### src/rtl/instr_sequencer_pkg.sv
// Shared types and defaults for the instruction sequencer: FSM encoding,
// program entry layout and parameter defaults.
package instr_sequencer_pkg;

    localparam int DEPTH_DEF   = 16;
    localparam int TIMEOUT_DEF = 255;
    localparam int OP_W        = 8;
    localparam int ENTRY_W     = 3 * OP_W + 1;

    typedef enum logic [1:0] {
        ST_IDLE  = 2'd0,
        ST_ISSUE = 2'd1,
        ST_WAIT  = 2'd2,
        ST_FIN   = 2'd3
    } state_e;

    typedef struct packed {
        logic [OP_W-1:0] a;
        logic [OP_W-1:0] b;
        logic [OP_W-1:0] instr;
        logic            mode;
    } entry_t;

endpackage

### src/rtl/instr_sequencer_if.sv
// CPU-facing issue/result channel; the sequencer is master, the CPU is slave.
interface instr_sequencer_if;
    import instr_sequencer_pkg::*;

    logic            cpu_valid;
    logic            cpu_ready;
    logic [OP_W-1:0] cpu_a;
    logic [OP_W-1:0] cpu_b;
    logic [OP_W-1:0] cpu_instr;
    logic            cpu_mode;
    logic            res_valid;
    logic [OP_W-1:0] res_data;

    modport master (
        output cpu_valid, cpu_a, cpu_b, cpu_instr, cpu_mode,
        input  cpu_ready, res_valid, res_data
    );

    modport slave (
        input  cpu_valid, cpu_a, cpu_b, cpu_instr, cpu_mode,
        output cpu_ready, res_valid, res_data
    );

endinterface

### src/rtl/instr_sequencer_seq_entry_ram.sv
// Program store: DEPTH x 25-bit register file, one write port, one
// asynchronous read port, cleared by reset.
module seq_entry_ram
    import instr_sequencer_pkg::*;
#(
    parameter int DEPTH = DEPTH_DEF,
    parameter int AW    = $clog2(DEPTH)
) (
    input  logic          clk,
    input  logic          rst_n,
    input  logic          we,
    input  logic [AW-1:0] waddr,
    input  entry_t        wdata,
    input  logic [AW-1:0] raddr,
    output entry_t        rdata
);

    entry_t mem_q [DEPTH];
    entry_t mem_d [DEPTH];

    always_comb begin
        mem_d = mem_q;
        if (we) mem_d[waddr] = wdata;
    end

    // NOTE: the store must read back as zero after reset, so it is built from
    // resettable flops rather than an unreset RAM array.
    always_ff @(posedge clk or negedge rst_n) begin
        if (!rst_n) begin
            for (int i = 0; i < DEPTH; i++) mem_q[i] <= '0;
        end else begin
            mem_q <= mem_d;
        end
    end

    assign rdata = mem_q[raddr];

endmodule

### src/rtl/instr_sequencer.sv
// Runs a loaded program of up to DEPTH entries through a CPU one entry at a
// time, collecting each result; a missing result aborts the run with err.
module instr_sequencer
    import instr_sequencer_pkg::*;
#(
    parameter int DEPTH   = DEPTH_DEF,
    parameter int TIMEOUT = TIMEOUT_DEF
) (
    input  logic                     clk,
    input  logic                     rst_n,
    input  logic                     load_en,
    input  logic [$clog2(DEPTH)-1:0] load_addr,
    input  logic [OP_W-1:0]          load_a,
    input  logic [OP_W-1:0]          load_b,
    input  logic [OP_W-1:0]          load_instr,
    input  logic                     load_mode,
    input  logic                     start,
    input  logic [$clog2(DEPTH):0]   count,
    instr_sequencer_if.master        cpu,
    input  logic [$clog2(DEPTH)-1:0] res_rd_addr,
    output logic [OP_W-1:0]          res_rd_data,
    output logic                     busy,
    output logic                     done,
    output logic                     err
);

    localparam int            AW      = $clog2(DEPTH);
    localparam int            TW      = $clog2(TIMEOUT + 1);
    localparam logic [AW:0]   DEPTH_N = (AW + 1)'(DEPTH);
    localparam logic [TW-1:0] TMO_END = TW'(TIMEOUT - 1);

    state_e            state_q, state_d;
    logic [AW-1:0]     pc_q, pc_d;
    logic [AW:0]       n_q, n_d;
    logic [TW-1:0]     tmo_q, tmo_d;
    logic              err_q, err_d;
    logic [OP_W-1:0]   res_q [DEPTH];
    logic [OP_W-1:0]   res_d [DEPTH];
    logic              ram_we;
    entry_t            load_entry, cur_entry, issue_entry;

    assign load_entry = '{a: load_a, b: load_b, instr: load_instr, mode: load_mode};

    seq_entry_ram #(.DEPTH(DEPTH), .AW(AW)) u_ram (
        .clk   (clk),
        .rst_n (rst_n),
        .we    (ram_we),
        .waddr (load_addr),
        .wdata (load_entry),
        .raddr (pc_q),
        .rdata (cur_entry)
    );

    always_comb begin
        state_d = state_q;
        pc_d    = pc_q;
        n_d     = n_q;
        tmo_d   = tmo_q;
        err_d   = err_q;
        res_d   = res_q;
        ram_we  = load_en && (state_q == ST_IDLE);
        case (state_q)
            ST_IDLE: begin
                if (start) begin
                    n_d  = (count > DEPTH_N) ? DEPTH_N : count;
                    pc_d = '0;
                    if (n_d == '0) begin
                        state_d = ST_FIN;
                    end else begin
                        state_d = ST_ISSUE;
                        err_d   = 1'b0;
                    end
                end
            end
            ST_ISSUE: begin
                if (cpu.cpu_ready) begin
                    state_d = ST_WAIT;
                    tmo_d   = '0;
                end
            end
            ST_WAIT: begin
                // A result arriving on the timeout cycle still counts.
                if (cpu.res_valid) begin
                    res_d[pc_q] = cpu.res_data;
                    if ({1'b0, pc_q} == n_q - 1'b1) begin
                        state_d = ST_FIN;
                    end else begin
                        pc_d    = pc_q + 1'b1;
                        state_d = ST_ISSUE;
                    end
                end else if (tmo_q == TMO_END) begin
                    err_d       = 1'b1;
                    res_d[pc_q] = '0;
                    state_d     = ST_FIN;
                end else begin
                    tmo_d = tmo_q + 1'b1;
                end
            end
            ST_FIN:  state_d = ST_IDLE;
            default: state_d = ST_IDLE;
        endcase
    end

    always_ff @(posedge clk or negedge rst_n) begin
        if (!rst_n) begin
            state_q <= ST_IDLE;
            pc_q    <= '0;
            n_q     <= '0;
            tmo_q   <= '0;
            err_q   <= 1'b0;
            for (int i = 0; i < DEPTH; i++) res_q[i] <= '0;
        end else begin
            state_q <= state_d;
            pc_q    <= pc_d;
            n_q     <= n_d;
            tmo_q   <= tmo_d;
            err_q   <= err_d;
            res_q   <= res_d;
        end
    end

    // Outputs decode straight from state so reset clears them without a clock.
    assign cpu.cpu_valid = (state_q == ST_ISSUE);
    assign issue_entry   = cpu.cpu_valid ? cur_entry : '0;
    assign cpu.cpu_a     = issue_entry.a;
    assign cpu.cpu_b     = issue_entry.b;
    assign cpu.cpu_instr = issue_entry.instr;
    assign cpu.cpu_mode  = issue_entry.mode;

    assign res_rd_data = res_q[res_rd_addr];
    assign busy        = (state_q != ST_IDLE);
    assign done        = (state_q == ST_FIN);
    assign err         = err_q;

endmodule

### src/flat_wrapper.sv
// flat-port wrapper written by rule: the top's interface ports become plain ports
module instr_sequencer_flat import instr_sequencer_pkg::*;
#(
    parameter int DEPTH   = DEPTH_DEF,
    parameter int TIMEOUT = TIMEOUT_DEF
)
  (clk, rst_n, load_en, load_addr, load_a, load_b, load_instr, load_mode, start, count, res_rd_addr, res_rd_data, busy, done, err, cpu_cpu_valid, cpu_cpu_a, cpu_cpu_b, cpu_cpu_instr, cpu_cpu_mode, cpu_cpu_ready, cpu_res_valid, cpu_res_data);
  instr_sequencer_if cpu_i ();
  input  logic clk;
  input  logic rst_n;
  input  logic load_en;
  input  logic [$clog2(DEPTH)-1:0] load_addr;
  input  logic [OP_W-1:0] load_a;
  input  logic [OP_W-1:0] load_b;
  input  logic [OP_W-1:0] load_instr;
  input  logic load_mode;
  input  logic start;
  input  logic [$clog2(DEPTH):0] count;
  input  logic [$clog2(DEPTH)-1:0] res_rd_addr;
  output logic [OP_W-1:0] res_rd_data;
  output logic busy;
  output logic done;
  output logic err;
  output wire logic [$bits(cpu_i.cpu_valid)-1:0] cpu_cpu_valid;
  output wire logic [$bits(cpu_i.cpu_a)-1:0] cpu_cpu_a;
  output wire logic [$bits(cpu_i.cpu_b)-1:0] cpu_cpu_b;
  output wire logic [$bits(cpu_i.cpu_instr)-1:0] cpu_cpu_instr;
  output wire logic [$bits(cpu_i.cpu_mode)-1:0] cpu_cpu_mode;
  input wire logic [$bits(cpu_i.cpu_ready)-1:0] cpu_cpu_ready;
  input wire logic [$bits(cpu_i.res_valid)-1:0] cpu_res_valid;
  input wire logic [$bits(cpu_i.res_data)-1:0] cpu_res_data;
  assign cpu_cpu_valid = cpu_i.cpu_valid;
  assign cpu_cpu_a = cpu_i.cpu_a;
  assign cpu_cpu_b = cpu_i.cpu_b;
  assign cpu_cpu_instr = cpu_i.cpu_instr;
  assign cpu_cpu_mode = cpu_i.cpu_mode;
  assign cpu_i.cpu_ready = cpu_cpu_ready;
  assign cpu_i.res_valid = cpu_res_valid;
  assign cpu_i.res_data = cpu_res_data;
  instr_sequencer #(.DEPTH(DEPTH), .TIMEOUT(TIMEOUT)) u_core (.clk(clk), .rst_n(rst_n), .load_en(load_en), .load_addr(load_addr), .load_a(load_a), .load_b(load_b), .load_instr(load_instr), .load_mode(load_mode), .start(start), .count(count), .cpu(cpu_i), .res_rd_addr(res_rd_addr), .res_rd_data(res_rd_data), .busy(busy), .done(done), .err(err));
endmodule
### config.mk
export PLATFORM = sky130hd
export DESIGN_NAME = instr_sequencer_flat
export DESIGN_NICKNAME = d
export VERILOG_FILES = /design/src/rtl/instr_sequencer_pkg.sv /design/src/rtl/instr_sequencer_if.sv /design/src/rtl/instr_sequencer_seq_entry_ram.sv /design/src/rtl/instr_sequencer.sv /design/src/flat_wrapper.sv
export SDC_FILE = /design/constraint.sdc
export NUM_CORES = 1
export LEC_CHECK = 0
export ABC_CLOCK_PERIOD_IN_PS = 3500
export CAP_MARGIN = 20
export CORE_UTILIZATION = 45
export CTS_CLUSTER_DIAMETER = 60
export DETAILED_ROUTE_END_ITERATION = 8
export GPL_TIMING_DRIVEN = 1
export MAX_ROUTING_LAYER = met4
export SYNTH_ARGS = -nofsm -noshare
export SYNTH_HDL_FRONTEND = slang
export SYNTH_SLANG_ARGS = --single-unit
### constraint.sdc
create_clock -name clk -period 3.5 [get_ports clk]
set_input_delay 0.875 -clock clk [delete_from_list [all_inputs] [get_ports clk]]
set_output_delay 0.875 -clock clk [all_outputs]
set_load 0.005 [all_outputs]
# After elaboration in Yosys (flattened, before gate mapping)
# Index checks and enable logic that the tools add are counted.
[classes]
n_addsub = 3
magnitude_cmp = 6
n_eq_ne = 14
muxes = 36
n_bitwise = 5
n_reduce_logical = 15
[ops]
columns = ["operator", "n"]
rows = [
  ["400-bit bitwise mux", 1],
  ["128-bit two-way mux", 2],
  ["128-bit bitwise AND", 1],
  ["128-bit bitwise mux", 1],
  ["128-bit inverter", 1],
  ["25-bit binary-select mux with 4-bit select", 1],
  ["25-bit demux with 4-bit select", 1],
  ["25-bit two-way mux", 4],
  ["8-bit two-way mux", 6],
  ["8-bit binary-select mux with 4-bit select", 1],
  ["8-bit demux with 4-bit select", 1],
  ["8-bit one-hot mux with 2 select lines", 1],
  ["5-bit >= comparator, second input constant", 3],
  ["4-bit inverter with 5-bit output", 3],
  ["2-bit != test, second input constant", 7],
  ["2-bit two-way mux", 6],
  ["4-bit two-way mux", 3],
  ["5-bit by 1-bit < comparator with 1-bit output, second input constant", 2],
  ["8-bit by 1-bit adder with 8-bit output, second input constant", 1],
  ["8-bit equality test, second input constant", 1],
  ["2-bit one-hot mux with 4 select lines", 1],
  ["4-bit one-hot mux with 2 select lines", 1],
  ["4-bit AND reduction", 2],
  ["2-bit nonzero test", 4],
  ["other kinds (17)", 24],
]
[word_totals]
register_bits = 548
input_bits = 52
out_inout_bits = 37
elab_cells = 164

# Logic depth before layout (Yosys ltp)
[logic_depth]
word_depth = 9
ltp_mapped = 8
ltp_nobuf = 7

# Modules after synthesis
# A second synthesis with hierarchy kept.
[hier_totals]
hier_cells = 1617
area_unflattened_um2 = 25328.0
[by_module_without_submodules]
columns = ["module", "n_inst", "cells_per_inst", "area_each_um2", "seq_area_each_um2"]
rows = [
  ["seq_entry_ram", 1, 1100, 17997.3, 10009.6],
  ["instr_sequencer", 1, 517, 7330.8, 3703.6],
]

# Least setup slack after synthesis
# No wires, ideal clock.
[synth_path]
path_kind = "input to output"
startpoint = "in res_rd_addr[0]"
endpoint = "out res_rd_data[0]"
t_arrival_ps = 2380
t_required_ps = 2625
slack_ps = 245
stages = 4
path_buffers = 2
cell_sequence = "clkbuf_1 buf_2 mux4_2 mux4_2"
[synth_between]
elab_chain_cells = 4
[synth_lines]
columns = ["item", "line", "source"]
rows = [
  ["start: declaration", "flat_wrapper.sv:19", "input logic [$clog2(DEPTH)-1:0] res_rd_addr;"],
  ["4-bit inverter with 5-bit output (implied by the code)", "instr_sequencer.sv:130", "assign res_rd_data = res_q[res_rd_addr];"],
  ["8-bit binary-select mux with 4-bit select", "instr_sequencer.sv:130", ""],
  ["8-bit two-way mux (implied by the code) (2 in series)", "instr_sequencer.sv:130", ""],
  ["end: declaration", "flat_wrapper.sv:20", "output logic [OP_W-1:0] res_rd_data;"],
]
# No other way between the ends. The select of a mux whose other input is x is not followed.

# Final worst setup path
[layout_path]
startpoint = "reg u_core.pc_q[0]"
endpoint = "out cpu_cpu_a[3]"
[layout_between]
elab_chain_cells = 5
[layout_lines]
columns = ["item", "line", "source"]
rows = [
  ["start: declaration", "instr_sequencer.sv:33", "logic [AW-1:0] pc_q, pc_d;"],
  ["start signal: assignment", "instr_sequencer.sv:114", "pc_q <= pc_d;"],
  ["4-bit inverter with 5-bit output (implied by the code)", "instr_sequencer_seq_entry_ram.sv:36", "assign rdata = mem_q[raddr];"],
  ["25-bit binary-select mux with 4-bit select", "instr_sequencer_seq_entry_ram.sv:36", ""],
  ["25-bit two-way mux (implied by the code) (2 in series)", "instr_sequencer_seq_entry_ram.sv:36", ""],
  ["25-bit two-way mux", "instr_sequencer.sv:124", "assign issue_entry = cpu.cpu_valid ? cur_entry : '0;"],
  ["end: declaration", "flat_wrapper.sv:25", "output wire logic [$bits(cpu_i.cpu_a)-1:0] cpu_cpu_a;"],
]
# No other way between the ends. The select of a mux whose other input is x is not followed.

==> impl_metrics.env <==
export IMPL_rows=86
export IMPL_cp_slowest_cell="dfrtp_4"
export IMPL_grt_pass1_wl_microns=96920
export IMPL_p_leak_nw=13.39
export IMPL_dieArea_sq_mm=0.05665
export IMPL_status="finished, final reports clean"
export IMPL_skew_ns=0.02022
export IMPL_drt_iter0_drc=764
export IMPL_hold_viol=0
export IMPL_fin_crit_sh=0.9894
export IMPL_syn_area_sq_mm=0.02507
export IMPL_max_stage_delay_ns=0.51
export IMPL_rsz0062_at_grt="true"
export IMPL_finalCriticalPeriod_ns=3.463
export IMPL_grt_max_degree=91
export IMPL_hold_ws_ns=0.2876
export IMPL_grt_ovfl_total=0
export IMPL_cp_common_cell="buf_12"
export IMPL_ant_nets=0
export IMPL_fin_area_sq_mm=0.03012
export IMPL_synth_top_cell_area_share=0.5471
export IMPL_synth_async_reset_ratio=1.000
export IMPL_drt_wl_total_microns=61400
export IMPL_clk_latency_ns=0.63
export IMPL_initial_core_util=0.4550
export IMPL_dp_hpwl_microns=36260
export IMPL_synth_area_leaders="dfrtp_1, mux2_2, mux4_2, a22oi_1, clkbuf_1"
export IMPL_track_usage=0.2323
export IMPL_fmax_mhz=288.8
export IMPL_syn_nets=1677
export IMPL_final_nets=1797
export IMPL_via_count=14501
export IMPL_viasPerCell=5.709
export IMPL_r2r_cells=5
export IMPL_dp_cells=2391
export IMPL_syn_area_per_cell_sq_um=15.49
export IMPL_firstDrtPassIters=4
export IMPL_portBuffers=88
export IMPL_antenna_found_initial=3
export IMPL_netlist_top_cells_count="dfrtp_1, mux2_2, mux4_2"
export IMPL_path_cells="buf_12, buf_16, buf_12, buf_8, mux4_2, a22oi_2, a21oi_2, buf_2"
export IMPL_drcViolationCount=0
export IMPL_worst_setup_path_start_kind="flop"
export IMPL_yosys_register_bits=548
export IMPL_die_w_microns=238.0
export IMPL_worstReg2RegStart="u_core.state_q[1]$_DFFE_PN0P_"
export IMPL_cts_htree_levels=2
export IMPL_cap_violations=0
export IMPL_r2r_end="u_core.res_q[14]$_DFFE_PN0P_"
export IMPL_maxSlewViolCount=0
export IMPL_crit_family="buffers and inverters"
export IMPL_area_growth_syn_to_layout_pct=20.15
export IMPL_synth_largest_area_cell="dfrtp_1"
export IMPL_seq_area_frac_synth=0.5471
export IMPL_setup_worst_path_end_class="output pin"
export IMPL_synth_cells=1618
export IMPL_cts_root_buf="clkbuf_16"
export IMPL_worst_pin_slew_ns=0.8545
export IMPL_die_h_microns=238.0
export IMPL_routabilityCongestion=0.8060
export IMPL_clk_transition_reported_paths_ns=0.06
export IMPL_slew_headroom=0.4303
export IMPL_vdd_drop_max_mv=0.4397
export IMPL_cts_inserted_buffers=60
export IMPL_rrSetupSlack_ns=1.01
export IMPL_finalSetupViolCount=0
export IMPL_crit_fanout=5
export IMPL_grt_pass1_vias=15682
export IMPL_holdCritPathClass="primary input to async pin"
export IMPL_synth_edf_count=0
export IMPL_cts_tree="yes"
export IMPL_dpl_cell_area_sq_mm=0.02736
export IMPL_instances_no_fill=2540
export IMPL_synth_warnings=0
export IMPL_synth_cell_type_count=56
export IMPL_path_class="flop to output pin"
export IMPL_core_area_sq_mm=0.05509
export IMPL_fill_cells=4488
export IMPL_p_per_area_mw_per_mm2=795.3
export IMPL_synth_flop_cell="dfrtp_1"
export IMPL_wl_per_cell_microns=24.17
export IMPL_io_pins=89
export IMPL_cts_sinks=548
export IMPL_layout_drive_gt1_share=0.5355
export IMPL_crit_buf_inv=5
export IMPL_synthMostInstantiatedCell="dfrtp_1"
export IMPL_crit_arrival_ns=2.59
export IMPL_cp_required_ns=2.62
export IMPL_clockBufferDepth=3
-- power by group --
group | total, W | internal [W] | switching, W
Combinational | 0.00744 | 0.00465 | 0.00278
Clock | 0.00646 | 0.00387 | 0.00259
Sequential | 0.0101 | 0.00878 | 0.00127
-- timing repair --
action	in CTS	in global routing
resized for setup	132	23
setup endpoints to repair	33	17
buffers inserted	19	7
pin swaps	28	14
hold buffers	0	0
cloned	9	0
-- per-layer routing --
metal,track usage,part of all wire,vias up
met3,0.03066,0.032,80
met4,0.05983,0.019,0
met1,0.3096,0.45,7893
li1,-,-,6316
met5,-,0,-
met2,0.3779,0.50,212
-- final cells by class --
class                      count  area [sq um]  share of cell area
sequential                   548         13720              0.4557
inverter                       7         26.28           0.0008725
clock buffer                  91          1778             0.05904
tap                          748         935.9             0.03108
multi-input combinational    928         11010              0.3656
timing repair buffer         193          2362             0.07844
antenna                        3         7.507           0.0002493
clock inverter                22         271.5            0.009016
-- state kept, by name, summed over array words and instances (netlist names) --
| name | count |
|---|---|
| u_core.pc_q | 4 |
| u_core.err | 1 |
| u_core.res_q | 128 |
| u_core.n_q | 5 |
| u_core.u_ram.mem_q | 400 |
| u_core.state_q | 2 |
| u_core.tmo_q | 8 |
-- how the worst max path moves through the flow --
stage                               startpoint              to  cells past startpoint
finish              u_core.pc_q[0]$_DFFE_PN0P_    cpu_cpu_a[3]                      8
global route        u_core.pc_q[0]$_DFFE_PN0P_    cpu_cpu_a[3]                      8
CTS                 u_core.pc_q[0]$_DFFE_PN0P_    cpu_cpu_a[1]                      8
detailed placement              res_rd_addr[1]  res_rd_data[6]                      5
global placement                res_rd_addr[1]  res_rd_data[6]                      5
floorplan                       res_rd_addr[0]  res_rd_data[0]                      4
-- through the flow --
stage                     setup TNS [ns]  power, W  setup WS [ns]    util
after global routing            -0.09281   0.02527       -0.03171  0.5466
after detailed placement          -2.466   0.01690        -0.3329  0.4965
after floorplan                        0   0.01465         0.2451       -
final                                  0   0.02395        0.03707  0.5466
after global placement            -2.321   0.01657        -0.3193  0.4965
after CTS                        -0.2154   0.02415       -0.08105  0.5453
-- cell usage in the layout, fill, tap and decap left out, drive strengths merged, types with 2 or more instances in the layout --
cell type      instances
dfrtp                548
mux2                 514
mux4                 140
buf                  117
clkbuf                94
nand2                 56
clkdlybuf4s50         53
a22oi                 50
a21oi                 29
o21ai                 23
and2                  19
nor2                  17
clkinv                14
dlygate4sd2           12
inv                    9
xnor2                  8
nand2b                 8
ha                     7
nor3                   7
bufinv                 5
clkdlybuf4s15          5
nor2b                  5
nand3                  5
nand4                  4
diode                  3
and3                   3
a211oi                 3
mux2i                  3
nand4b                 2
or3                    2
nor3b                  2
a32o                   2
bufbuf                 2
and4                   2
-- kinds of logic after synthesis --
logic type,after synthesis,synth area share
adder cells (fa/ha/maj),7,0.003494
AO/OA/AOI/OAI,117,0.03210
XOR/XNOR,10,0.004093
buffers and inverters,142,0.02581
flip-flops,548,0.5471
multiplexers,657,0.3579
AND/OR/NAND/NOR,137,0.02950
No activity file was read; power rests on OpenSTA's default activity.
